==> src/rtl/aer_event_packer_pkg.sv <==
// Shared packet definitions for the AER event packer: tag encoding and default-width packet layout.
package aer_event_packer_pkg;

   localparam int unsigned ROW_W_DEF = 1;
   localparam int unsigned COL_W_DEF = 1;
   localparam int unsigned TS_W_DEF  = 16;
   localparam int unsigned PKT_W     = 2 + TS_W_DEF + ROW_W_DEF + COL_W_DEF;
   localparam int unsigned DROP_W    = 8;

   typedef enum logic [1:0] {
      TAG_NONE = 2'd0,
      TAG_EVT  = 2'd1,
      TAG_EOG  = 2'd2
   } pkt_tag_e;

   typedef struct packed {
      pkt_tag_e               tag;
      logic [TS_W_DEF-1:0]    ts;
      logic [ROW_W_DEF-1:0]   xadd;
      logic [COL_W_DEF-1:0]   yadd;
   } pkt_t;

endpackage

==> src/rtl/event_fifo.sv <==
// First-word-fall-through FIFO with extra-MSB pointers; read data is zero whenever empty.
module event_fifo #(
   parameter int unsigned WIDTH = 20,
   parameter int unsigned DEPTH = 8,
   localparam int unsigned AW    = $clog2(DEPTH),
   localparam int unsigned PTR_W = AW + 1
) (
   input  logic             clk_i,
   input  logic             reset_ni,
   input  logic             push_i,
   input  logic [WIDTH-1:0] wdata_i,
   input  logic             pop_i,
   output logic [WIDTH-1:0] rdata_o,
   output logic             full_o,
   output logic             empty_o,
   output logic [PTR_W-1:0] free_cnt_o
);

   logic [WIDTH-1:0] mem_q [DEPTH];
   logic [PTR_W-1:0] wr_ptr_q, wr_ptr_d;
   logic [PTR_W-1:0] rd_ptr_q, rd_ptr_d;
   logic             push_ok;
   logic             pop_ok;

   assign empty_o    = (wr_ptr_q == rd_ptr_q);
   assign full_o     = (wr_ptr_q[AW] != rd_ptr_q[AW]) &&
                       (wr_ptr_q[AW-1:0] == rd_ptr_q[AW-1:0]);
   assign free_cnt_o = PTR_W'(DEPTH) - (wr_ptr_q - rd_ptr_q);
   assign rdata_o    = empty_o ? '0 : mem_q[rd_ptr_q[AW-1:0]];

   // A push into a full FIFO only lands when the head leaves in the same cycle.
   always_comb begin
      pop_ok   = pop_i & ~empty_o;
      push_ok  = push_i & (~full_o | pop_ok);
      wr_ptr_d = wr_ptr_q + PTR_W'(push_ok);
      rd_ptr_d = rd_ptr_q + PTR_W'(pop_ok);
   end

   always_ff @(posedge clk_i or negedge reset_ni) begin
      if (!reset_ni) begin
         wr_ptr_q <= '0;
         rd_ptr_q <= '0;
      end else begin
         wr_ptr_q <= wr_ptr_d;
         rd_ptr_q <= rd_ptr_d;
      end
   end

   always_ff @(posedge clk_i) begin
      if (push_ok) mem_q[wr_ptr_q[AW-1:0]] <= wdata_i;
   end

endmodule

==> src/rtl/aer_event_packer.sv <==
// Timestamps granted pixel addresses and end-of-group markers into a FIFO and throttles the arbiters.
module aer_event_packer
   import aer_event_packer_pkg::*;
#(
   parameter int unsigned Lvl_ROW_ADD = 1,
   parameter int unsigned Lvl_COL_ADD = 1,
   parameter int unsigned TS_W        = 16,
   parameter int unsigned DEPTH       = 8,
   parameter int unsigned AF_THRESH   = 2
) (
   input  logic                                        clk_i,
   input  logic                                        reset_ni,
   input  logic                                        evt_valid_i,
   input  logic [Lvl_ROW_ADD-1:0]                      xadd_i,
   input  logic [Lvl_COL_ADD-1:0]                      yadd_i,
   input  logic                                        grp_release_i,
   input  logic                                        pkt_ready_i,
   output logic                                        pkt_valid_o,
   output logic [2+TS_W+Lvl_ROW_ADD+Lvl_COL_ADD-1:0]   pkt_data_o,
   output logic                                        arb_enable_o,
   output logic                                        full_o,
   output logic                                        empty_o,
   output logic [DROP_W-1:0]                           drop_cnt_o
);

   localparam int unsigned PW    = 2 + TS_W + Lvl_ROW_ADD + Lvl_COL_ADD;
   localparam int unsigned AW    = $clog2(DEPTH);
   localparam int unsigned PTR_W = AW + 1;
   localparam int unsigned FA_W  = PTR_W + 1;

   logic [TS_W-1:0]   ts_q, ts_d;
   logic              grp_release_q;
   logic              eog_pend_q, eog_pend_d;
   logic [DROP_W-1:0] drop_cnt_q, drop_cnt_d;
   logic              arb_enable_q, arb_enable_d;

   logic              grp_edge;
   logic              eog_wr;
   logic              push_req;
   logic              push_ok;
   logic              pop;
   logic [PW-1:0]     wdata;
   logic [PTR_W-1:0]  free_cnt;
   logic [FA_W-1:0]   free_after;

   event_fifo #(
      .WIDTH (PW),
      .DEPTH (DEPTH)
   ) u_fifo (
      .clk_i      (clk_i),
      .reset_ni   (reset_ni),
      .push_i     (push_req),
      .wdata_i    (wdata),
      .pop_i      (pop),
      .rdata_o    (pkt_data_o),
      .full_o     (full_o),
      .empty_o    (empty_o),
      .free_cnt_o (free_cnt)
   );

   assign pkt_valid_o  = ~empty_o;
   assign arb_enable_o = arb_enable_q;
   assign drop_cnt_o   = drop_cnt_q;

   // Event writes win; a pending marker waits for the first cycle without an event.
   always_comb begin
      ts_d       = ts_q + TS_W'(1);
      grp_edge   = grp_release_i & ~grp_release_q;
      pop        = ~empty_o & pkt_ready_i;
      eog_wr     = ~evt_valid_i & eog_pend_q;
      push_req   = evt_valid_i | eog_pend_q;
      push_ok    = push_req & (~full_o | pop);
      wdata      = evt_valid_i ? {2'(TAG_EVT), ts_q, xadd_i, yadd_i}
                               : {2'(TAG_EOG), ts_q, {Lvl_ROW_ADD{1'b0}}, {Lvl_COL_ADD{1'b0}}};
      eog_pend_d = eog_pend_q ? ~eog_wr : grp_edge;
      drop_cnt_d = drop_cnt_q;
      if (push_req && !push_ok && (drop_cnt_q != '1)) drop_cnt_d = drop_cnt_q + DROP_W'(1);
      free_after   = FA_W'(free_cnt) + FA_W'(pop) - FA_W'(push_ok);
      arb_enable_d = (32'(free_after) > AF_THRESH);
   end

   always_ff @(posedge clk_i or negedge reset_ni) begin
      if (!reset_ni) begin
         ts_q          <= '0;
         grp_release_q <= 1'b0;
         eog_pend_q    <= 1'b0;
         drop_cnt_q    <= '0;
         arb_enable_q  <= 1'b1;
      end else begin
         ts_q          <= ts_d;
         grp_release_q <= grp_release_i;
         eog_pend_q    <= eog_pend_d;
         drop_cnt_q    <= drop_cnt_d;
         arb_enable_q  <= arb_enable_d;
      end
   end

endmodule
==> config.mk <==
export PLATFORM = sky130hd
export DESIGN_NAME = aer_event_packer
export DESIGN_NICKNAME = d
export VERILOG_FILES = /design/src/rtl/aer_event_packer_pkg.sv /design/src/rtl/event_fifo.sv /design/src/rtl/aer_event_packer.sv
export SDC_FILE = /design/constraint.sdc
export NUM_CORES = 1
export LEC_CHECK = 0
export ABC_AREA = 1
export BUFFER_PORTS_ARGS = -buffer_cell sky130_fd_sc_hd__buf_2
export CAP_MARGIN = 20
export CELL_PAD_IN_SITES_DETAIL_PLACEMENT = 1
export CELL_PAD_IN_SITES_GLOBAL_PLACEMENT = 2
export CORE_MARGIN = 2
export CORE_UTILIZATION = 44
export DETAILED_ROUTE_END_ITERATION = 10
export PLACE_DENSITY_LB_ADDON = 0.1
export SLEW_MARGIN = 40
export SYNTH_ARGS = -nofsm -noshare
export SYNTH_HDL_FRONTEND = slang
export SYNTH_SLANG_ARGS = --single-unit
==> constraint.sdc <==
create_clock -name clk_i -period 9.6 [get_ports clk_i]
set_input_delay 1.92 -clock clk_i [delete_from_list [all_inputs] [get_ports clk_i]]
set_output_delay 1.92 -clock clk_i [all_outputs]
set_load 0.1 [all_outputs]
==> results of run 1 <==
==> synth_stat cells (all sizes together) (2+ instances only) <==
library cell  number
xnor2              8
nand4              3
nor3              12
fa                 2
ha                15
xor2              14
nor2             223
nand3b             2
o21ai             83
clkbuf             7
edfxtp           160
nand2            115
nand3             44
a21oi              2
dfrtp             34
buf               26
inv               40
==> kinds of logic after synthesis <==
kind of cell / count (synthesis) / synth area share, %
adder cells (fa/ha/maj): 17 / 2.67
AND/OR/NAND/NOR: 399 / 18.9
buffers and inverters: 73 / 4.32
XOR/XNOR: 22 / 2.26
flip-flops: 195 / 66.7
AO/OA/AOI/OAI: 86 / 5.07
==> cell type report <==
class	instances	share of cell area, %
flip-flops and latches	195	59.6
well taps	260	3.41
repair buffers	49	2.92
clock buffers	17	4.46
inverters	40	1.63
clock inverters	15	1.76
multi-input cells	524	26.3
==> layer usage <==
metal,vias up,wire [um]
met2,89,9810
met1,2928,9540
met5,-,0
li1,2731,-
met4,0,514
met3,34,634
==> through the flow <==
step / cells / area, um2 / setup WS, ns / util (%) / hold slack [ns]
after floorplan: 792 / 8510 / 4.77 / - / 0.410
after global placement: 1068 / 8940 / 4.08 / 47.5 / 0.417
after detailed placement: 1068 / 8950 / 4.51 / 47.5 / 0.431
after CTS: 1100 / 9540 / 4.02 / 50.7 / 0.443
after global routing: 1100 / 9540 / 3.82 / 50.7 / 0.457
final: 1100 / 9540 / 4.10 / 50.7 / 0.441
==> path summary, 6_finish.rpt <==
path                                                    from                           end  slack (ns)
worst max-delay path            u_fifo.rd_ptr_q[0]$_DFF_PN0_                       empty_o        4.10
worst min-delay path                 grp_release_q$_DFF_PN0_          eog_pend_q$_DFF_PN0_        0.44
worst max register to register  u_fifo.rd_ptr_q[0]$_DFF_PN0_        arb_enable_o$_DFF_PN1_        5.45
worst min register to register       grp_release_q$_DFF_PN0_          eog_pend_q$_DFF_PN0_        0.44
max in group asynchronous                           reset_ni  u_fifo.rd_ptr_q[0]$_DFF_PN0_        7.78
min in group asynchronous                           reset_ni     drop_cnt_o[1]$_DFFE_PN0P_        1.45
==> state kept, by name, summed over array words and instances (netlist names) <==
register         count
u_fifo.mem_q       160
u_fifo.wr_ptr_q      4
drop_cnt_o           8
grp_release_q        1
u_fifo.rd_ptr_q      4
eog_pend_q           1
ts_q                16
arb_enable_o         1
==> results.cfg, run 1 <==
[status]
status = finished, final reports clean

[clock_network]
cts_root_buf = clkbuf_16
cts_tree = done
h-tree-depth = 4
clockBufferDepth = 2
clk_pin_slew_ns = 0.07
cts_setup_buffers = 0
cts_hold_buf = 0
cts-buffers-inserted = 17
cts_sinks = 195
insertion_delay_ns = 0.44
post_cts_resized = 0

[timing]
setup_violations = 0
max_slew_margin_pct = 48.4
skew_ns = 0.00962
rsz0062_at_grt = false
fin_crit_sh_pct = 57.2
fin_crit_ns = 5.50
worst_pin_slew_ns = 0.774
fmaxAchievable_mhz = 182
drv_slew = 0
setup_tns_ns = 0
hold_viol = 0

[setup_path]
worst-path-buf-inv = 4
worstSetupPathType = register to primary output
cp_cell_sequence = buf_6, inv_4, ha_1, nand2_1, nor2_1, nand2_2, inv_1, buf_2
reg2reg_depth = 17
cp_max_fo = 82
end_kind = primary output
slowest_delay_ns = 0.51
worstSetupPathDepth = 8
required_ns = 7.68
cp-start-kind = register
slowest_stage = buf_6
critical_path.top_delay_family = buffers and inverters
critical_path_arrival_ns = 3.58

[finish]
multi_input_area_um2 = 2510
final_common_cell = nor2_1
mostFrequentLayoutCells = nor2_1 (220), edfxtp_1 (160), nand2_1 (112), o21ai_0 (65), nand3_1 (44)
drive_above_1_share_pct = 12.1
syn2layout_area_growth_pct = 12.1
regArea_um2 = 5680
diodes = 0
fin_nets = 851
nFillCells = 2060

[run]
cap_violations = 0

[place]
gp_congestion = 0.742
dp_hpwl_um = 12300
io_buffers = 38

[global_route]
busiest_layer = met2
grt_pass1_wl_um = 33100
grt_pass1_vias = 5979
met1_usage_pct = 28.9
met3_usage_pct = 3.52
grt_use_total_pct = 21.5
grt_max_degree = 83
overflow = 0
grt.met2_usage_pct = 35.2
antenna_found_initial = 0

[floorplan]
die_x_um = 143
start_util_pct = 45.2
core_um2 = 18800
ios = 39
dieArea_um2 = 20500
fp.dieH_um = 143
rows = 50

[logic_synthesis]
synth_edf_count = 160
ys_warn_count = 0
ys_seq_area_share_pct = 66.7
ys_types = 31
synthesis.area_um2 = 8510
synthFlopType = edfxtp_1
synth_seq_cells = 195
async_flop_share_pct = 17.9
yosysTopAreaCellShare_pct = 56.4
synthCells = 792
ys_top_cells_by_area = edfxtp_1 (56%), dfrtp_1 (10%), nor2_1 (9.7%)
synth.largest_area_cell = edfxtp_1
synth_nets = 816
avgSynthCellArea_um2 = 10.7

[drt]
drt_pre_antenna_iters = 4
via_per_inst = 5.26
wl_per_cell_um = 18.6
wl_um = 20500
ant_nets = 0
route.vias.total = 5782
drtIter0Drc = 365
drc = 0

[worst_hold_path]
hp-class = register to register
whs_path_depth = 1
Power of run 1 is not shown: default switching activity piles up to over one toggle a cycle in this logic, so the estimate is an artifact.
==> run 2: changes to the inputs <==
--- a/config.mk
+++ b/config.mk
@@ -11,7 +11,7 @@
 export CELL_PAD_IN_SITES_DETAIL_PLACEMENT = 1
 export CELL_PAD_IN_SITES_GLOBAL_PLACEMENT = 2
 export CORE_MARGIN = 2
-export CORE_UTILIZATION = 44
+export CORE_UTILIZATION = 41
 export DETAILED_ROUTE_END_ITERATION = 10
 export PLACE_DENSITY_LB_ADDON = 0.1
 export SLEW_MARGIN = 40
==> constraint.sdc (replaced) <==
create_clock -name clk_i -period 5.7 [get_ports clk_i]
set_input_delay 1.14 -clock clk_i [delete_from_list [all_inputs] [get_ports clk_i]]
set_output_delay 1.14 -clock clk_i [all_outputs]
set_load 0.1 [all_outputs]
==> run 2 against run 1 <==
Effect of this change:
- utilization fell by 3.4 points
- clock skew is 0.0012 ns lower
- routed wire length grew 0.74%
- via count decreased by 1.4%
- cell count up 0.91%
- register-to-register slack lost 3.5 ns
- critical path type unchanged
==> results.cfg, run 2 (same netlist as run 1, synthesis figures left out) <==
[status]
status = finished, final reports clean

[floorplan]
core_um2 = 20300
die_x_um = 148
dieArea_um2 = 21900
start_util_pct = 41.9
ios = 39
rows = 52
fp.dieH_um = 148

[clock_network]
clk_pin_slew_ns = 0.07
cts_setup_buffers = 0
clockBufferDepth = 2
cts-buffers-inserted = 17
post_cts_resized = 0
insertion_delay_ns = 0.43
cts_root_buf = clkbuf_16
cts_hold_buf = 0
h-tree-depth = 4
cts_sinks = 195
cts_tree = done

[setup_path]
cp_cell_sequence = inv_4, ha_1, nand2_1, nor2_1, nand2_2, nand2_1, nor2_1, buf_2
end_kind = primary output
required_ns = 4.56
cp-start-kind = register
reg2reg_slack_ns = 2.00
slowest_stage = inv_4
worstSetupPathType = register to primary output
critical_path_arrival_ns = 3.08
worst-path-buf-inv = 2
cp_max_fo = 81
slowest_delay_ns = 0.55
critical_path.top_delay_family = buffers and inverters

[global_route]
grt_max_degree = 82
antenna_found_initial = 0
overflow = 0
grt_use_total_pct = 19.8
grt_pass1_vias = 5917
grt_pass1_wl_um = 32900

[finish]
largest_reg_flops = 160
fin_nets = 851
diodes = 0
drive_above_1_share_pct = 12.3
nFillCells = 2268
final_common_cell = nor2_1
syn2layout_area_growth_pct = 12.6
mostFrequentLayoutCells = nor2_1 (220), edfxtp_1 (160), nand2_1 (112), o21ai_0 (65), nand3_1 (44)
final_util_pct = 47.2

[run]
cap_violations = 0

[timing]
max_slew_margin_pct = 46.6
whs_ns = 0.436
setup_tns_ns = 0
fin_crit_sh_pct = 74.1
skew_ns = 0.00846
hold_viol = 0
fmaxAchievable_mhz = 237
worst_slack_ns = 1.48
rsz0062_at_grt = false
drv_slew = 0
fin_crit_ns = 4.22
worst_pin_slew_ns = 0.801
setup_violations = 0

[place]
dp_hpwl_um = 12400
pre_cts_ws_ns = 1.85
gp_congestion = 0.770
io_buffers = 38

[worst_hold_path]
hp-class = register to register

[drt]
drc = 0
wl_per_cell_um = 18.6
route.vias.total = 5702
ant_nets = 0
via_per_inst = 5.14
drt_pre_antenna_iters = 4
wl_um = 20600
drtIter0Drc = 278
## run 2: changes by cell type in the layout (fill, tap and decap cells not counted), sizes merged
cell      delta
clkinvlp     -2
inv          +2
bufinv       -1
clkinv       +1
## run 2: metrics by stage
step	cells	instance area, um2
final	1110	9590
after global routing	1110	9590
after CTS	1110	9590
after detailed placement	1078	9000
after global placement	1078	8950
after floorplan	792	8510
## run 2: cell type report
cell class                      instances  area [um2]  area share, %
Timing Repair Buffer                   49         279           2.91
Clock inverter                         15         164           1.71
Multi-Input combinational cell        524        2540           26.5
Clock buffer                           17         425           4.44
Sequential cell                       195        5680           59.3
Tap cell                              270         338           3.52
Inverter                               40         155           1.62
## run 2: worst paths after layout
kind / start / to / depth (start not counted)
setup / recovery: u_fifo.rd_ptr_q[0]$_DFF_PN0_ / pkt_data_o[11] / 8
hold / removal: grp_release_q$_DFF_PN0_ / eog_pend_q$_DFF_PN0_ / 1
setup reg to reg: u_fifo.rd_ptr_q[0]$_DFF_PN0_ / arb_enable_o$_DFF_PN1_ / 16
hold reg to reg: grp_release_q$_DFF_PN0_ / eog_pend_q$_DFF_PN0_ / 1
max in group asynchronous: reset_ni / u_fifo.rd_ptr_q[0]$_DFF_PN0_ / 1
min in group asynchronous: reset_ni / drop_cnt_o[7]$_DFFE_PN0P_ / 1
## run 2: routing by layer
metal	global-route usage, %	up-vias	part of all wire [%]
li1	-	2733	-
met5	0	-	0
met3	3.34	24	3.1
met1	26.6	2871	47
met2	33.2	74	48
met4	6.29	0	1.9
Power of run 2 is left out for the same reason.
==> run 3: changes to the inputs <==
--- a/config.mk
+++ b/config.mk
@@ -11,7 +11,7 @@
 export CELL_PAD_IN_SITES_DETAIL_PLACEMENT = 1
 export CELL_PAD_IN_SITES_GLOBAL_PLACEMENT = 2
 export CORE_MARGIN = 2
-export CORE_UTILIZATION = 41
+export CORE_UTILIZATION = 37
 export DETAILED_ROUTE_END_ITERATION = 10
 export PLACE_DENSITY_LB_ADDON = 0.1
 export SLEW_MARGIN = 40
==> constraint.sdc (replaced) <==
create_clock -name clk_i -period 3.5 [get_ports clk_i]
set_input_delay 0.7 -clock clk_i [delete_from_list [all_inputs] [get_ports clk_i]]
set_output_delay 0.7 -clock clk_i [all_outputs]
set_load 0.1 [all_outputs]
==> run 3 against run 2 <==
Effect of this change:
- clock skew about the same
- global-route usage fell by 1.1 points
- cell count is 2.2% higher
- die area grew 11%
- routed wire length up 4.6%
- sequential share of layout area fell by 2.5 points
- first-iteration DRC count is 10% lower
- clock-buffer cell count is 1 higher
- non-clock buffer count increased by 9
- setup slack worse by 1.2 ns
- sequential cell count is the same
- critical endpoint is now pkt_data_o[7]
==> results.cfg, run 3 (same netlist as run 1, synthesis figures left out) <==
[global_route]
grt_max_degree = 82
met3_usage_pct = 3.64
grt.met2_usage_pct = 32.2
grt_pass1_wl_um = 34000
grt_pass1_vias = 6166
antenna_found_initial = 0
grt_use_total_pct = 18.7
met1_usage_pct = 24.6
busiest_layer = met2
overflow = 0

[clock_network]
cts_hold_buf = 0
insertion_delay_ns = 0.43
clockBufferDepth = 2
cts_sinks = 195
cts_tree = done
cts_setup_buffers = 0
post_cts_resized = 0
clk_pin_slew_ns = 0.07
h-tree-depth = 4
cts-buffers-inserted = 17
cts_root_buf = clkbuf_16

[worst_hold_path]
hp-class = input pin to async pin

[timing]
drv_slew = 0
fin_crit_sh_pct = 91.6
skew_ns = 0.00866
fin_crit_ns = 3.21
whs_ns = 0.241
setup_violations = 0
hold_viol = 0
worst_pin_slew_ns = 0.681
rsz0062_at_grt = false
fmaxAchievable_mhz = 312
setup_tns_ns = 0
max_slew_margin_pct = 54.6

[floorplan]
die_x_um = 156
ios = 39
rows = 55
dieArea_um2 = 24200
fp.dieH_um = 156
core_um2 = 22600
start_util_pct = 37.6

[finish]
diodes = 0
drive_above_1_share_pct = 14.1
nFillCells = 2470
final_common_cell = nor2_1
mostFrequentLayoutCells = nor2_1 (211), edfxtp_1 (160), nand2_1 (113), o21ai_0 (65), nand3_1 (44)
regArea_um2 = 5680
syn2layout_area_growth_pct = 17.7
largest_reg_flops = 160
multi_input_area_um2 = 2530
fin_nets = 860

[setup_path]
r2r_end = arb_enable_o$_DFF_PN1_
critical_path.top_delay_family = buffers and inverters
worstSetupStartpoint = u_fifo.wr_ptr_q[2]$_DFF_PN0_
crit_path_end = pkt_data_o[7]
r2r_start = u_fifo.wr_ptr_q[0]$_DFF_PN0_
end_kind = primary output
worstSetupPathDepth = 9
cp_max_fo = 21
worst-path-buf-inv = 4
cp-start-kind = register
cp_cell_sequence = inv_1, ha_1, inv_1, nor2_1, nand2_1, buf_4, nand2_1, nor2_1, buf_12
slowest_delay_ns = 0.42
critical_path_arrival_ns = 2.51
reg2reg_slack_ns = 0.31
reg2reg_depth = 15
slowest_stage = dfrtp_1
required_ns = 2.80
worstSetupPathType = register to primary output

[run]
cap_violations = 0

[drt]
wl_um = 21600
via_per_inst = 5.03
drt_pre_antenna_iters = 4
ant_nets = 0
drc = 0
drtIter0Drc = 249
wl_per_cell_um = 19.1
route.vias.total = 5705

[place]
dp_hpwl_um = 13100
io_buffers = 38
gp_congestion = 0.779

[status]
status = finished, final reports clean
run 3: area by class of cell:
cell class	instances	area share, %
clock buffers	18	4.38
clock inverters	14	1.67
inverters	40	1.55
multi-input cells	524	25.2
flip-flops and latches	195	56.7
well taps	285	3.56
repair buffers	58	6.88
run 3: worst register-to-register path, cell delays in order, from the launching register on:
cell and delay (ns):
dfrtp_1 0.49, ha_1 0.38, nand2_1 0.07, nor2_1 0.15, nand3_1 0.18, nand2_2 0.27
inv_1 0.11, ha_1 0.29, inv_1 0.06, ha_1 0.16, inv_1 0.06, fa_1 0.39
xor2_1 0.14, o21ai_0 0.12, a21oi_1 0.18, nand2_1 0.09
run 3: stage by stage:
step	utilization (%)	setup WS, ns	instances	instance area [um2]
2_1_floorplan	-	0.0676	792	8540
3_3_place_gp	41.4	0.516	1101	9380
3_5_place_dp	41.5	0.245	1101	9390
4_1_cts	44.2	0.251	1133	10000
5_1_grt	44.2	0.0659	1134	10000
6_report	44.2	0.295	1134	10000
run 3: how the worst min path moves through the flow:
stage | endpoint | start | slack, ns | depth (start not counted)
after floorplan | drop_cnt_o[0]$_DFFE_PN0P_ | reset_ni | 0.40 | 0
after global placement | eog_pend_q$_DFF_PN0_ | grp_release_q$_DFF_PN0_ | 0.43 | 1
after detailed placement | eog_pend_q$_DFF_PN0_ | grp_release_q$_DFF_PN0_ | 0.43 | 1
after CTS | drop_cnt_o[7]$_DFFE_PN0P_ | reset_ni | 0.25 | 1
after global routing | drop_cnt_o[5]$_DFFE_PN0P_ | reset_ni | 0.25 | 1
final | drop_cnt_o[6]$_DFFE_PN0P_ | reset_ni | 0.24 | 1
run 3: routing by layer:
metal / up-vias / share of wire, %
met5: - / 0
met4: 0 / 1.2
met3: 19 / 2.5
met2: 66 / 49
met1: 2874 / 48
li1: 2746 / -
Power of run 3 is left out for the same reason.
